### config.mk
export PLATFORM = sky130hd
export DESIGN_NAME = motor_cmd_ramp
export DESIGN_NICKNAME = d
export VERILOG_FILES = /design/src/rtl/motor_cmd_pkg.sv /design/src/rtl/ramp_timer.sv /design/src/rtl/motor_cmd_ramp.sv
export SDC_FILE = /design/constraint.sdc
export NUM_CORES = 1
export LEC_CHECK = 0
export CORE_MARGIN = 2
export CORE_UTILIZATION = 56
export DETAILED_ROUTE_END_ITERATION = 6
export PLACE_DENSITY = 0.79
export SLEW_MARGIN = 30
export SYNTH_ARGS = -nofsm -noshare
export SYNTH_HDL_FRONTEND = slang
export SYNTH_SLANG_ARGS = --single-unit
### constraint.sdc
create_clock -name clk -period 2.7 [get_ports clk]
set_clock_uncertainty 0.1 [all_clocks]
set_input_delay 0.54 -clock clk [delete_from_list [all_inputs] [get_ports clk]]
set_output_delay 0.54 -clock clk [all_outputs]
set_load 0.03 [all_outputs]
### src/rtl/motor_cmd_pkg.sv
`default_nettype none
// ============================================================================
// Module      : motor_cmd_pkg
// Description : Shared widths, FSM state encoding and the saturating speed
//               step helper for the motor command ramp stage.
// Revision    : 1.0  initial release
// ============================================================================
package motor_cmd_pkg;

  localparam int CMD_W   = 4;
  localparam int DIR_BIT = 3;
  localparam int SPD_W   = 3;
  localparam logic [SPD_W-1:0] SPD_MAX = 3'd7;

  typedef enum logic [1:0] {
    HOLD  = 2'd0,
    RAMP  = 2'd1,
    DWELL = 2'd2
  } state_e;

  // One code toward goal; pinned at 0 and SPD_MAX so it can never wrap.
  function automatic logic [SPD_W-1:0] step_toward(input logic [SPD_W-1:0] cur,
                                                   input logic [SPD_W-1:0] goal);
    if ((cur < goal) && (cur != SPD_MAX)) return cur + 3'd1;
    if ((cur > goal) && (cur != '0))      return cur - 3'd1;
    return cur;
  endfunction

endpackage
`default_nettype wire

### src/rtl/ramp_timer.sv
`default_nettype none
// ============================================================================
// Module      : ramp_timer
// Description : Loadable down-counter with expiry flag; times both the speed
//               step interval and the zero-speed dwell.
// Ports       : clk, rst        clock / synchronous active-high reset
//               load_i          load load_val_i this edge
//               load_val_i      reload value (interval - 1)
//               expired_o       count is zero
// Revision    : 1.0  initial release
// ============================================================================
module ramp_timer #(
  parameter int TW = 2
) (
  input  logic          clk,
  input  logic          rst,
  input  logic          load_i,
  input  logic [TW-1:0] load_val_i,
  output logic          expired_o
);

  logic [TW-1:0] cnt_q, cnt_d;

  // Counts down freely and parks at zero until reloaded.
  always_comb begin
    cnt_d = cnt_q;
    if (load_i)              cnt_d = load_val_i;
    else if (cnt_q != '0)    cnt_d = cnt_q - TW'(1);
  end

  always_ff @(posedge clk) begin
    if (rst) cnt_q <= '0;
    else     cnt_q <= cnt_d;
  end

  assign expired_o = (cnt_q == '0);

endmodule
`default_nettype wire

### src/rtl/motor_cmd_ramp.sv
`default_nettype none
// ============================================================================
// Module      : motor_cmd_ramp
// Description : Slew-limits target speed/direction commands for the PWM
//               stage. Speed moves one code every STEP_CYCLES clocks; a
//               reversal decelerates to zero, dwells DWELL_CYCLES, flips dir
//               and re-accelerates.
// Ports       : clk, rst        clock / synchronous active-high reset
//               cmd_valid/ready command handshake
//               cmd_data        [3]=dir, [2:0]=speed target
//               data_out        [3]=dir, [2:0]=speed to PWM data_in
//               at_target       HOLD and data_out == target
//               busy            RAMP or DWELL
//               estop           (RAMP_ESTOP_EN only) force speed to zero
// Macro       : RAMP_ESTOP_EN adds the estop input.
// Revision    : 1.0  initial release
// ============================================================================
module motor_cmd_ramp
  import motor_cmd_pkg::*;
#(
  parameter int STEP_CYCLES  = 1000,
  parameter int DWELL_CYCLES = 500
) (
  input  logic             clk,
  input  logic             rst,
`ifdef RAMP_ESTOP_EN
  input  logic             estop,
`endif
  input  logic             cmd_valid,
  output logic             cmd_ready,
  input  logic [CMD_W-1:0] cmd_data,
  output logic [CMD_W-1:0] data_out,
  output logic             at_target,
  output logic             busy
);

  localparam int MAX_CYC = (STEP_CYCLES > DWELL_CYCLES) ? STEP_CYCLES : DWELL_CYCLES;
  localparam int TW      = (MAX_CYC > 1) ? $clog2(MAX_CYC) : 1;
  localparam logic [TW-1:0] STEP_LOAD  = TW'(STEP_CYCLES - 1);
  localparam logic [TW-1:0] DWELL_LOAD = TW'(DWELL_CYCLES - 1);

  state_e                 state_q, state_d;
  logic [CMD_W-1:0]       target_q, target_d;
  logic [CMD_W-1:0]       dout_q, dout_d;
  logic                   tmr_load;
  logic [TW-1:0]          tmr_val;
  logic                   tmr_exp;

  logic                   cur_dir, tgt_dir, accept;
  logic [SPD_W-1:0]       cur_spd, tgt_spd, goal_spd, nxt_spd;

  assign cur_dir  = dout_q[DIR_BIT];
  assign cur_spd  = dout_q[SPD_W-1:0];
  assign tgt_dir  = target_q[DIR_BIT];
  assign tgt_spd  = target_q[SPD_W-1:0];
  // Opposite direction requested: head for zero first.
  assign goal_spd = (tgt_dir == cur_dir) ? tgt_spd : '0;
  assign nxt_spd  = step_toward(cur_spd, goal_spd);
  assign accept   = cmd_valid & cmd_ready;

  ramp_timer #(.TW(TW)) u_timer (
    .clk        (clk),
    .rst        (rst),
    .load_i     (tmr_load),
    .load_val_i (tmr_val),
    .expired_o  (tmr_exp)
  );

`ifdef RAMP_ESTOP_EN
  logic estop_q;
  always_ff @(posedge clk) begin
    if (rst) estop_q <= 1'b0;
    else     estop_q <= estop;
  end
  assign cmd_ready = (state_q != DWELL) && !estop_q;
`else
  assign cmd_ready = (state_q != DWELL);
`endif

  always_comb begin
    state_d  = state_q;
    dout_d   = dout_q;
    target_d = accept ? cmd_data : target_q;
    tmr_load = 1'b0;
    tmr_val  = STEP_LOAD;

    case (state_q)
      HOLD: begin
        if (dout_q == target_q) begin
          state_d = HOLD;
        end else if ((cur_spd == '0) && (cur_dir != tgt_dir)) begin
          // Already stopped: flip direction immediately, no dwell.
          dout_d = {tgt_dir, cur_spd};
        end else begin
          state_d  = RAMP;
          tmr_load = 1'b1;
          tmr_val  = STEP_LOAD;
        end
      end
      RAMP: begin
        // Step timer is never restarted by new commands; goal is
        // re-evaluated only at each step.
        if (tmr_exp) begin
          dout_d   = {cur_dir, nxt_spd};
          tmr_load = 1'b1;
          tmr_val  = STEP_LOAD;
          if (nxt_spd == goal_spd) begin
            if (cur_dir != tgt_dir) begin
              state_d = DWELL;
              tmr_val = DWELL_LOAD;
            end else if (nxt_spd == tgt_spd) begin
              state_d = HOLD;
            end
          end
        end
      end
      DWELL: begin
        if (tmr_exp) begin
          dout_d = {tgt_dir, cur_spd};
          if (tgt_spd != '0) begin
            state_d  = RAMP;
            tmr_load = 1'b1;
            tmr_val  = STEP_LOAD;
          end else begin
            state_d = HOLD;
          end
        end
      end
      default: state_d = HOLD;
    endcase

`ifdef RAMP_ESTOP_EN
    if (estop) begin
      state_d  = HOLD;
      dout_d   = {cur_dir, {SPD_W{1'b0}}};
      target_d = {cur_dir, {SPD_W{1'b0}}};
      tmr_load = 1'b1;
      tmr_val  = '0;
    end
`endif
  end

  always_ff @(posedge clk) begin
    if (rst) begin
      state_q  <= HOLD;
      target_q <= '0;
      dout_q   <= '0;
    end else begin
      state_q  <= state_d;
      target_q <= target_d;
      dout_q   <= dout_d;
    end
  end

  assign data_out  = dout_q;
  assign at_target = (state_q == HOLD) && (dout_q == target_q);
  assign busy      = (state_q != HOLD);

endmodule
`default_nettype wire

==> flow_summary.yaml, run 1 <==
cells_and_area:
  area_growth_pct: 19.42
  fillers: 195
  n_antenna_cell: 0
  fin_util_pct: 69.60
  drive_above_1_share_pct: 18.03
  regArea_um2: 402.9
  final_cells: 213
  multi_input_area_um2: 1022
  finish.net_count: 199
synthesis:
  avgSynthCellArea_um2: 8.644
  synth_top_family_by_area: "simple AND/OR/NAND/NOR gates"
  yosysMostFrequentCell: "dfxtp_1"
  synth_xor_area_share_pct: 11.74
  synth_edf_count: 0
  synth.cell_area_um2: 1418
  synth_mux_area_share_pct: 1.500
  synth_area_leaders: "dfxtp_1 28%, xnor2_1 7.4%, ha_1 7.1%, a21oi_1 5.3%, nand2_1 4.8%"
  syn_nets: 179
  synth_fa_ha_area_share_pct: 7.061
  yosys_warnings: 0
  synth_compound_area_share_pct: 18.09
  synth_cell_types: 49
  synth_commonest_cells: "20 x dfxtp_1, 18 x nand2_1, 15 x a21oi_1"
  syn_inst: 164
  synthArstFlopShare_pct: 0
  ys_ff_latch: 20
  ys.flop_type: "dfxtp_1"
  synth_top_area_share_pct: 28.24
  ys_seq_area_share_pct: 28.24
  synth_top_area_cell: "dfxtp_1"
  synth-simple-area-share_pct: 30.80
power:
  power.density_nw_per_um2: 717.6
  irDropWorstVdd_v: 0.0006189
  switching_share_pct: 40.69
  leakage_uw: 0.0006517
  p_int_uw: 720.5
  p_seq_share_pct: 38.0
  p_clk_share_pct: 14.7
  pwr-share-comb_pct: 47.4
  p_switching_uw: 494.3
global_route:
  antenna_found_initial: 0
  grt_pass1_wl_um: 5188
  grt_pass1_vias: 1116
  grt_overflow: 0
  grt_start_max_net_pins: 14
  track_usage_pct: 24.50
floorplan:
  row_count: 18
  floorplan.initialDensity_pct: 58.28
  die_w_um: 54.32
  die_area_um2: 2950
  core_um2: 2432
  io_pins: 14
  die_h_um: 54.32
clocking:
  clock-sinks: 20
  clk_path_buf_depth: 2
  clock_latency_ps: 310
  clk_pin_slew_ps: 120
  ctsHoldBuffers: 0
  htreeDepth: 1
  cts_tree: "done"
  numCtsBuffers: 3
  cts_root_buf: "clkbuf_4"
sta:
  tightest_slew_ps: 554.6
  fmax_ghz: 0.3831
  hold_viol: 0
  slew-limit-headroom_pct: 62.91
  layout_min_cycle_time_ps: 2610
  fin_crit_sh_pct: 96.68
  setup_viol: 0
  slew_viol_final: 0
  tns_ps: 0
  hold_slack_ps: 422.4
critical_path:
  max_stage_delay_ps: 380
  cp_num_buf_inv: 1
  startpoint_type: "flop"
  arrival_ps: 2740
  path_class: "reg -> reg"
  endpoint_kind: "flop"
  crit_family: "compound AO/OA/AOI/OAI gates"
  crit_fanout: 5
  crit_required_ps: 2830
  path_cells: "xnor2_4, nand2_1, ha_1, a21o_4, nor3_4, a21oi_1, a221oi_2, buf_4, nand4_1, o31ai_2"
  slowest_stage: "dfxtp_2"
drt:
  detail_route.first_pass.iterations: 4
  num_vias: 1297
  drt-initial-drc-count: 49
  ant_nets: 0
  drcViolationCount: 0
  wl_um: 3350
  vias_per_cell: 6.089
  routedWlPerCell_um: 15.73
run:
  drv_cap: 0
placement:
  port_buffers: 13
  gp_congestion: 0.8579
  place_inst: 207
  dp_hpwl_um: 2504
status:
  status: "finished, final reports clean"
min_path:
  min_path_type: "reg -> reg"
==> sequential cells by signal (all words and copies together), names as in the netlist <==
register / count
data_out: 4
state_q: 2
u_timer.cnt_q: 10
target_q: 4
==> metrics by stage <==
step	area [um2]	setup slack, ps	total power [uW]
after floorplan	1418	99.11	890.6
after global placement	1598	132.0	994.4
after detailed placement	1598	64.21	1015
after CTS	1634	40.48	1197
after global routing	1693	-80.98	1294
final	1693	89.51	1215
==> power groups by stage <==
stage / registers [uW] / clock network, uW / logic, uW
after floorplan: 453 / 0 / 438
after global placement: 459 / 0 / 536
after detailed placement: 465 / 0 / 550
after CTS: 458 / 185 / 553
after global routing: 469 / 197 / 627
final: 461 / 178 / 575
==> tightest hold or removal path, delay by kind of cell, from the launching register on <==
family             cells  cell delay (ps)
AOI/OAI and AO/OA      1               50
DFF                    1              360
and+or+nand+nor        1               70
==> metal layers <==
metal	wire length (um)	global-route usage [%]
met5	0	0
met4	72	8.333
met3	168	4.645
met2	1622	40.36
met1	1488	31.98
==> final timing paths <==
path         slack [ps]        start           to  cells after the start
max                  90  target_q[3]   state_q[1]                     10
min                 420  target_q[2]  target_q[2]                      2
max reg2reg          90  target_q[3]   state_q[1]                     10
min reg2reg         420  target_q[2]  target_q[2]                      2
==> final cells by class <==
cell class	instances	area share [%]
repair buffers	19	10.35
well taps	30	2.217
flip-flops and latches	20	23.80
clock buffers	4	2.143
multi-input cells	135	60.38
inverters	5	1.109
==> cells by family after synthesis <==
kind of cell    Yosys count
buf+inv                   9
flops                    20
compound gates           39
mux                       2
xor+xnor                 16
simple gates             70
fa+ha+maj                 8
==> cell usage in the layout, fill, tap and decap left out, types with 4 or more instances in the layout <==
cell type        instances
nand2_1                 18
dfxtp_1                 18
o21ai_0                  4
a21oi_1                 15
clkdlybuf4s50_1         13
ha_1                     8
buf_4                    6
inv_1                    5
nand3_1                  5
nor3_1                   5
nor4_1                   4
xnor2_1                 12
nor2_1                  13
==> repair_timing <==
action / CTS / global route
buffers inserted: 0 / 2
resized for setup: 0 / 9
endpoints found under the setup margin: 0 / 5
Power figures use the tool's default switching activity.
==> inputs of run 2 (changes only) <==
--- a/config.mk
+++ b/config.mk
@@ -5,11 +5,11 @@
 export SDC_FILE = /design/constraint.sdc
 export NUM_CORES = 1
 export LEC_CHECK = 0
+export CAP_MARGIN = 30
 export CORE_MARGIN = 2
 export CORE_UTILIZATION = 56
 export DETAILED_ROUTE_END_ITERATION = 6
 export PLACE_DENSITY = 0.79
-export SLEW_MARGIN = 30
 export SYNTH_ARGS = -nofsm -noshare
 export SYNTH_HDL_FRONTEND = slang
 export SYNTH_SLANG_ARGS = --single-unit
==> results of run 2 <==
No change in the layout: final DEF, timing and power equal those of run 1.
